### src/rtl/dct_pkg.sv
`default_nettype none
// +--------------------------------------------------------------------------+
// | dct_pkg : shared sizes and bank state encoding for the DCT transpose     |
// | Revision: 1.0                                                            |
// +--------------------------------------------------------------------------+
package dct_pkg;

   localparam int DCT_N = 8;
   localparam int DCT_W = 12;

   typedef enum logic [1:0] {
      EMPTY    = 2'd0,
      FILLING  = 2'd1,
      FULL     = 2'd2,
      DRAINING = 2'd3
   } bank_state_t;

   function automatic logic is_writable(input bank_state_t s);
      return (s == EMPTY) || (s == FILLING);
   endfunction

endpackage
`default_nettype wire

### src/rtl/transpose_bank.sv
`default_nettype none
// +--------------------------------------------------------------------------+
// | transpose_bank : N x N word store, row-major write, (row,col) async read |
// | Revision: 1.0                                                            |
// +--------------------------------------------------------------------------+
module transpose_bank
   import dct_pkg::*;
#(
   parameter int W = DCT_W,
   parameter int N = DCT_N,
   localparam int LW = $clog2(N)
) (
   input  logic          clk,
   input  logic          wr_en,
   input  logic [LW-1:0] wr_row,
   input  logic [LW-1:0] wr_col,
   input  logic [W-1:0]  wr_data,
   input  logic [LW-1:0] rd_row,
   input  logic [LW-1:0] rd_col,
   output logic [W-1:0]  rd_data
);

   // Contents carry no reset: validity is tracked by the controller's bank state.
   logic [W-1:0] mem_q [N][N];
   logic [W-1:0] mem_d [N][N];

   always_comb begin
      mem_d = mem_q;
      if (wr_en) begin
         mem_d[wr_row][wr_col] = wr_data;
      end
   end

   always_ff @(posedge clk) begin
      mem_q <= mem_d;
   end

   assign rd_data = mem_q[rd_row][rd_col];

endmodule
`default_nettype wire

### src/rtl/dct_transpose_ctrl.sv
`default_nettype none
// +--------------------------------------------------------------------------+
// | dct_transpose_ctrl : ping-pong transpose buffer and flow control between |
// | the row and column 1-D DCT stages.          Revision: 1.0                |
// +--------------------------------------------------------------------------+
module dct_transpose_ctrl
   import dct_pkg::*;
#(
   parameter int W = DCT_W,
   parameter int N = DCT_N
) (
   input  logic         clk,
   input  logic         rst,
   input  logic         up_valid,
   input  logic [W-1:0] up_data,
   output logic         up_ready,
   input  logic         dn_rdy,
   input  logic         dn_hold,
   output logic         dn_ena,
   output logic [W-1:0] dn_data,
   output logic         blk_done,
   output logic         ovf_err
);

   // N must be a power of two so the counters wrap exactly at the block end.
   localparam int LW = $clog2(N);
   localparam int CW = 2 * LW;

   bank_state_t   st_q [2];
   bank_state_t   st_d [2];
   logic          wr_bank_q, wr_bank_d;
   logic          rd_bank_q, rd_bank_d;
   logic [CW-1:0] wr_cnt_q, wr_cnt_d;
   logic [CW-1:0] rd_cnt_q, rd_cnt_d;
   logic          burst_q, burst_d;
   logic          ovf_q, ovf_d;
   logic          alive_q, alive_d;

   logic          up_ready_w;
   logic          wr_fire;
   logic          wr_last;
   logic          rd_start;
   logic          rd_act;
   logic          rd_adv;
   logic          rd_col_end;
   logic          rd_last;
   logic [W-1:0]  bank_rd_data [2];

   // Handshake and burst decode
   always_comb begin
      up_ready_w = alive_q && is_writable(st_q[wr_bank_q]);
      wr_fire    = up_valid && up_ready_w;
      wr_last    = wr_fire && (wr_cnt_q == {CW{1'b1}});
      rd_start   = !burst_q && dn_rdy && !dn_hold &&
                   ((st_q[rd_bank_q] == FULL) || (st_q[rd_bank_q] == DRAINING));
      rd_act     = rd_start || burst_q;
      rd_adv     = rd_act && !dn_hold;
      rd_col_end = (rd_cnt_q[LW-1:0] == {LW{1'b1}});
      rd_last    = rd_adv && (rd_cnt_q == {CW{1'b1}});
   end

   // Next-state for counters and the two bank state machines
   always_comb begin
      st_d[0]   = st_q[0];
      st_d[1]   = st_q[1];
      wr_bank_d = wr_bank_q;
      rd_bank_d = rd_bank_q;
      wr_cnt_d  = wr_cnt_q;
      rd_cnt_d  = rd_cnt_q;
      burst_d   = burst_q;
      ovf_d     = ovf_q || (up_valid && !up_ready_w);
      alive_d   = 1'b1;

      if (wr_fire) begin
         wr_cnt_d = wr_cnt_q + CW'(1);
         if (wr_last) begin
            st_d[wr_bank_q] = FULL;
            wr_bank_d       = ~wr_bank_q;
         end else begin
            st_d[wr_bank_q] = FILLING;
         end
      end

      // The write bank is always EMPTY/FILLING and the read bank FULL/DRAINING,
      // so these updates never target the same entry.
      if (rd_start) begin
         st_d[rd_bank_q] = DRAINING;
      end

      if (rd_adv) begin
         rd_cnt_d = rd_cnt_q + CW'(1);
         burst_d  = !rd_col_end;
         if (rd_last) begin
            st_d[rd_bank_q] = EMPTY;
            rd_bank_d       = ~rd_bank_q;
         end
      end
   end

   always_ff @(posedge clk) begin
      if (rst) begin
         st_q[0]   <= EMPTY;
         st_q[1]   <= EMPTY;
         wr_bank_q <= 1'b0;
         rd_bank_q <= 1'b0;
         wr_cnt_q  <= '0;
         rd_cnt_q  <= '0;
         burst_q   <= 1'b0;
         ovf_q     <= 1'b0;
         alive_q   <= 1'b0;
      end else begin
         st_q[0]   <= st_d[0];
         st_q[1]   <= st_d[1];
         wr_bank_q <= wr_bank_d;
         rd_bank_q <= rd_bank_d;
         wr_cnt_q  <= wr_cnt_d;
         rd_cnt_q  <= rd_cnt_d;
         burst_q   <= burst_d;
         ovf_q     <= ovf_d;
         alive_q   <= alive_d;
      end
   end

   // Read address is column-major: col in the upper bits, row in the lower.
   for (genvar b = 0; b < 2; b++) begin : g_bank
      transpose_bank #(
         .W (W),
         .N (N)
      ) u_bank (
         .clk     (clk),
         .wr_en   (wr_fire && (wr_bank_q == 1'(b))),
         .wr_row  (wr_cnt_q[CW-1:LW]),
         .wr_col  (wr_cnt_q[LW-1:0]),
         .wr_data (up_data),
         .rd_row  (rd_cnt_q[LW-1:0]),
         .rd_col  (rd_cnt_q[CW-1:LW]),
         .rd_data (bank_rd_data[b])
      );
   end

   assign up_ready = up_ready_w;
   assign dn_ena   = rd_start;
   assign dn_data  = rd_act ? bank_rd_data[rd_bank_q] : '0;
   assign blk_done = rd_last;
   assign ovf_err  = ovf_q;

endmodule
`default_nettype wire

### config.mk
export PLATFORM = sky130hd
export DESIGN_NAME = dct_transpose_ctrl
export DESIGN_NICKNAME = d
export VERILOG_FILES = /design/src/rtl/dct_pkg.sv /design/src/rtl/transpose_bank.sv /design/src/rtl/dct_transpose_ctrl.sv
export SDC_FILE = /design/constraint.sdc
export NUM_CORES = 2
export LEC_CHECK = 0
export BUFFER_PORTS_ARGS = -buffer_cell sky130_fd_sc_hd__clkbuf_2
export CAP_MARGIN = 20
export CORE_MARGIN = 1.5
export CORE_UTILIZATION = 30
export CTS_CLUSTER_SIZE = 10
export DETAILED_ROUTE_END_ITERATION = 12
export GPL_TIMING_DRIVEN = 0
export SYNTH_ARGS = -nofsm -noshare
export SYNTH_HDL_FRONTEND = slang
export SYNTH_HIERARCHICAL = 1
export SYNTH_SLANG_ARGS = --single-unit
### constraint.sdc
create_clock -name clk -period 4.3 [get_ports clk]
set_input_delay 0.645 -clock clk [delete_from_list [all_inputs] [get_ports clk]]
set_output_delay 0.645 -clock clk [all_outputs]
set_load 0.02 [all_outputs]
==> flow_summary.toml <==
[yosys]
syn_inst = 2757
synth_cell_types = 45
netlist_area_mm2 = 0.0604
synth_nets = 2777
yosysSeqAreaShare_pct = 77.1
ys_warn_count = 6
ys_ff_latch = 1557
synth_area_per_cell_um2 = 21.9

[detailed_routing]
drtAntennaViolNets = 0
dr.pass1.iters = 6
routedWlPerCell_um = 26.5
routed_wl_um = 155000
num_vias = 29800
drt_iter0_drc = 3523
viasPerCell = 5.12
drc_errors = 0

[critical_path]
critical_path_required_ns = 3.65
startpoint_type = "register"
end_kind = "primary output"
cp.arrival_ns = 3.65
worstPathMaxFanout = 10
worst-setup-path-type = "reg -> out"

[floorplan]
start_util_pct = 30.2
die_x_um = 452
die_y_um = 452
dieArea_mm2 = 0.204
rows = 164
io_pins = 33
coreArea_mm2 = 0.200

[placement]
dp_slack_ns = -0.747
portBuffers = 32
place_congestion = 0.921
dp_hpwl_um = 104000

[sta]
fmax_mhz = 233
rsz0062_at_grt = "yes"
fin_crit_ns = 4.29
relSlewSlack_pct = 21.6
hold_ws_ns = 0.218
hold_viol_final = 0
setup_viol = 0
drv_slew = 0
tns_ns = 0
fin_skew_ns = 0.0339
fin_crit_sh_pct = 99.9
setup_ws_ns = 0.00610
tightest_slew_ns = 1.18

[clocking]
clkTransAtPathRegs_ns = 0.06
holdBufCountCts = 0
cts_sinks = 1557
clkLatencyLatePin_ns = 0.80
root_buffer = "clkbuf_16"
cts-buffers-inserted = 174
clockBufferDepth = 3
htree_num_levels = 4
cts_tree = "built"

[global_route]
grt_overflow = 0
grt_pass1_wl_um = 221000
antenna_found_initial = 5
grt_pass1_vias = 30200
grt_usage_pct = 15.0
grt_max_degree = 87

[flow_run]
cap_viol_max_count = 0

[layout]
fin_nets = 3153
syn_to_final_growth_pct = 20.3
drive_above_1_share_pct = 34.4

[pwr]
p_leak_nw = 21.7
power.density_mw_per_mm2 = 415
vdd_drop_max_mv = 0.421

[min_path]
hp-class = "in -> reg"

[outcome]
outcome = "completed"
## sequential cells by signal, summed over array words and instances, names as in the netlist, named ones only
register and count:
wr_cnt_q 6, ovf_err 1, alive_q 1, rd_bank_q 1, burst_q 1, rd_cnt_q 6
wr_bank_q 1, st_q 2, g_bank.u_bank/mem_q 1536
## metrics by stage
step	instances	power (mW)	utilization, %	area, um2
3_3_place_gp	5445	17.4	31.9	63800
2_1_floorplan	2757	17.0	-	60400
6_report	5835	30.1	36.3	72600
4_1_cts	5822	30.4	36.2	72300
5_1_grt	5833	30.9	36.3	72600
3_5_place_dp	5585	17.4	32.8	65500
## cell usage after synthesis (all sizes together)
library cell     n  area share (%)
nand2b           7           0.073
inv              7           0.044
ha               3           0.062
mux2i           87             1.5
or2              4           0.041
mux2             6            0.11
edfxtp        1536              76
clkbuf          51            0.32
or3b             4           0.058
nand4            7           0.073
nand2           30            0.19
o221ai           6           0.087
mux4           408              15
buf            100             1.0
and3             5           0.052
nand3b           8            0.10
o2bb2ai          5           0.073
o31ai            6           0.075
dfxtp           21            0.70
or3             17            0.18
xor2             4           0.058
a211o            2           0.029
a221oi           1           0.025
nor2b           20            0.21
and4             1           0.015
a21oi           51            0.42
a21o             2           0.025
nor3            17            0.14
o21ai           61            0.51
nor2           193             1.2
a2bb2oi          1           0.044
xnor2            1           0.015
o22ai           30            0.31
a31o             2           0.029
nor4b            1           0.039
a211oi          28            0.35
nand3           24            0.21
## worst paths after layout
kind | from | endpoint | slack, ns | cells after the start
min | dn_hold | st_q[1][1] | 0.22 | 4
max reg2reg | register | g_bank[1].u_bank/mem_q[437] | 1.17 | 7
min reg2reg | rd_cnt_q[1] | rd_cnt_q[1] | 0.52 | 2
max | rd_cnt_q[1] | dn_data[7] | 0.006 | 11
## metal layers
layer / vias to the layer above / wire [um] / track usage (%)
met5: - / 23 / 0
met4: 4 / 5000 / 5.09
met3: 254 / 11200 / 2.88
met2: 1242 / 76400 / 24.9
met1: 16100 / 62100 / 19.7
li1: 12300 / - / -
## layout by cell type (no fill, tap or decap), drive strengths merged, types with 21 or more instances in the layout
cell	n
edfxtp	1536
mux4	408
clkbuf	282
buf	272
nor2	193
mux2i	87
o21ai	61
a21oi	51
nand2	30
o22ai	30
a211oi	28
nand3	24
dfxtp	21
## power by group
group	leakage (nW)	total (mW)	switching (mW)	internal (mW)
Combinational	5.37	0.396	0.316	0.0804
Sequential	14.0	16.7	0.0117	16.7
Clock	2.33	13.0	5.65	7.39
## timing repair
item | 4_1_cts | 5_1_grt
resized for setup | 475 | 60
gates cloned | 0 | 2
endpoints found under the setup margin | 12 | 12
setup buffers | 21 | 7
pin swaps | 27 | 13
## worst max-delay path, cell delays in order (launching register included)
cell	delay, ns
dfxtp_4	0.37
clkbuf_8	0.16
buf_12	0.16
buf_12	0.18
mux4_2	0.52
mux2i_2	0.27
a21oi_1	0.14
o21ai_2	0.34
o21ai_4	0.16
mux2i_2	0.20
nor2_2	0.12
clkbuf_8	0.19
## kinds of logic (layout without fill, tap and decap cells)
family	count (synthesis)	after routing	share of synthesized area, %
multiplexers	501	501	16.8
flip-flops	1557	1557	77.1
buffers and inverters	158	577	1.39
AO/OA/AOI/OAI	195	195	1.97
adder cells (fa/ha/maj)	3	3	0.0622
XOR/XNOR	5	5	0.0725
AND/OR/NAND/NOR	338	338	2.58
other	0	3	0
## layout make-up
cell class                 instances  area, um2
multi-input combinational       1042      13900
antenna                            3       7.51
timing repair buffer             203       2260
sequential                      1557      46600
tap                             2656       3320
buffer                           148       1760
inverter                           7       26.3
clock buffer                     203       4490
clock inverter                    16        290
fill                           18100     127000
Note: power is estimated with default switching activity, not from simulation.
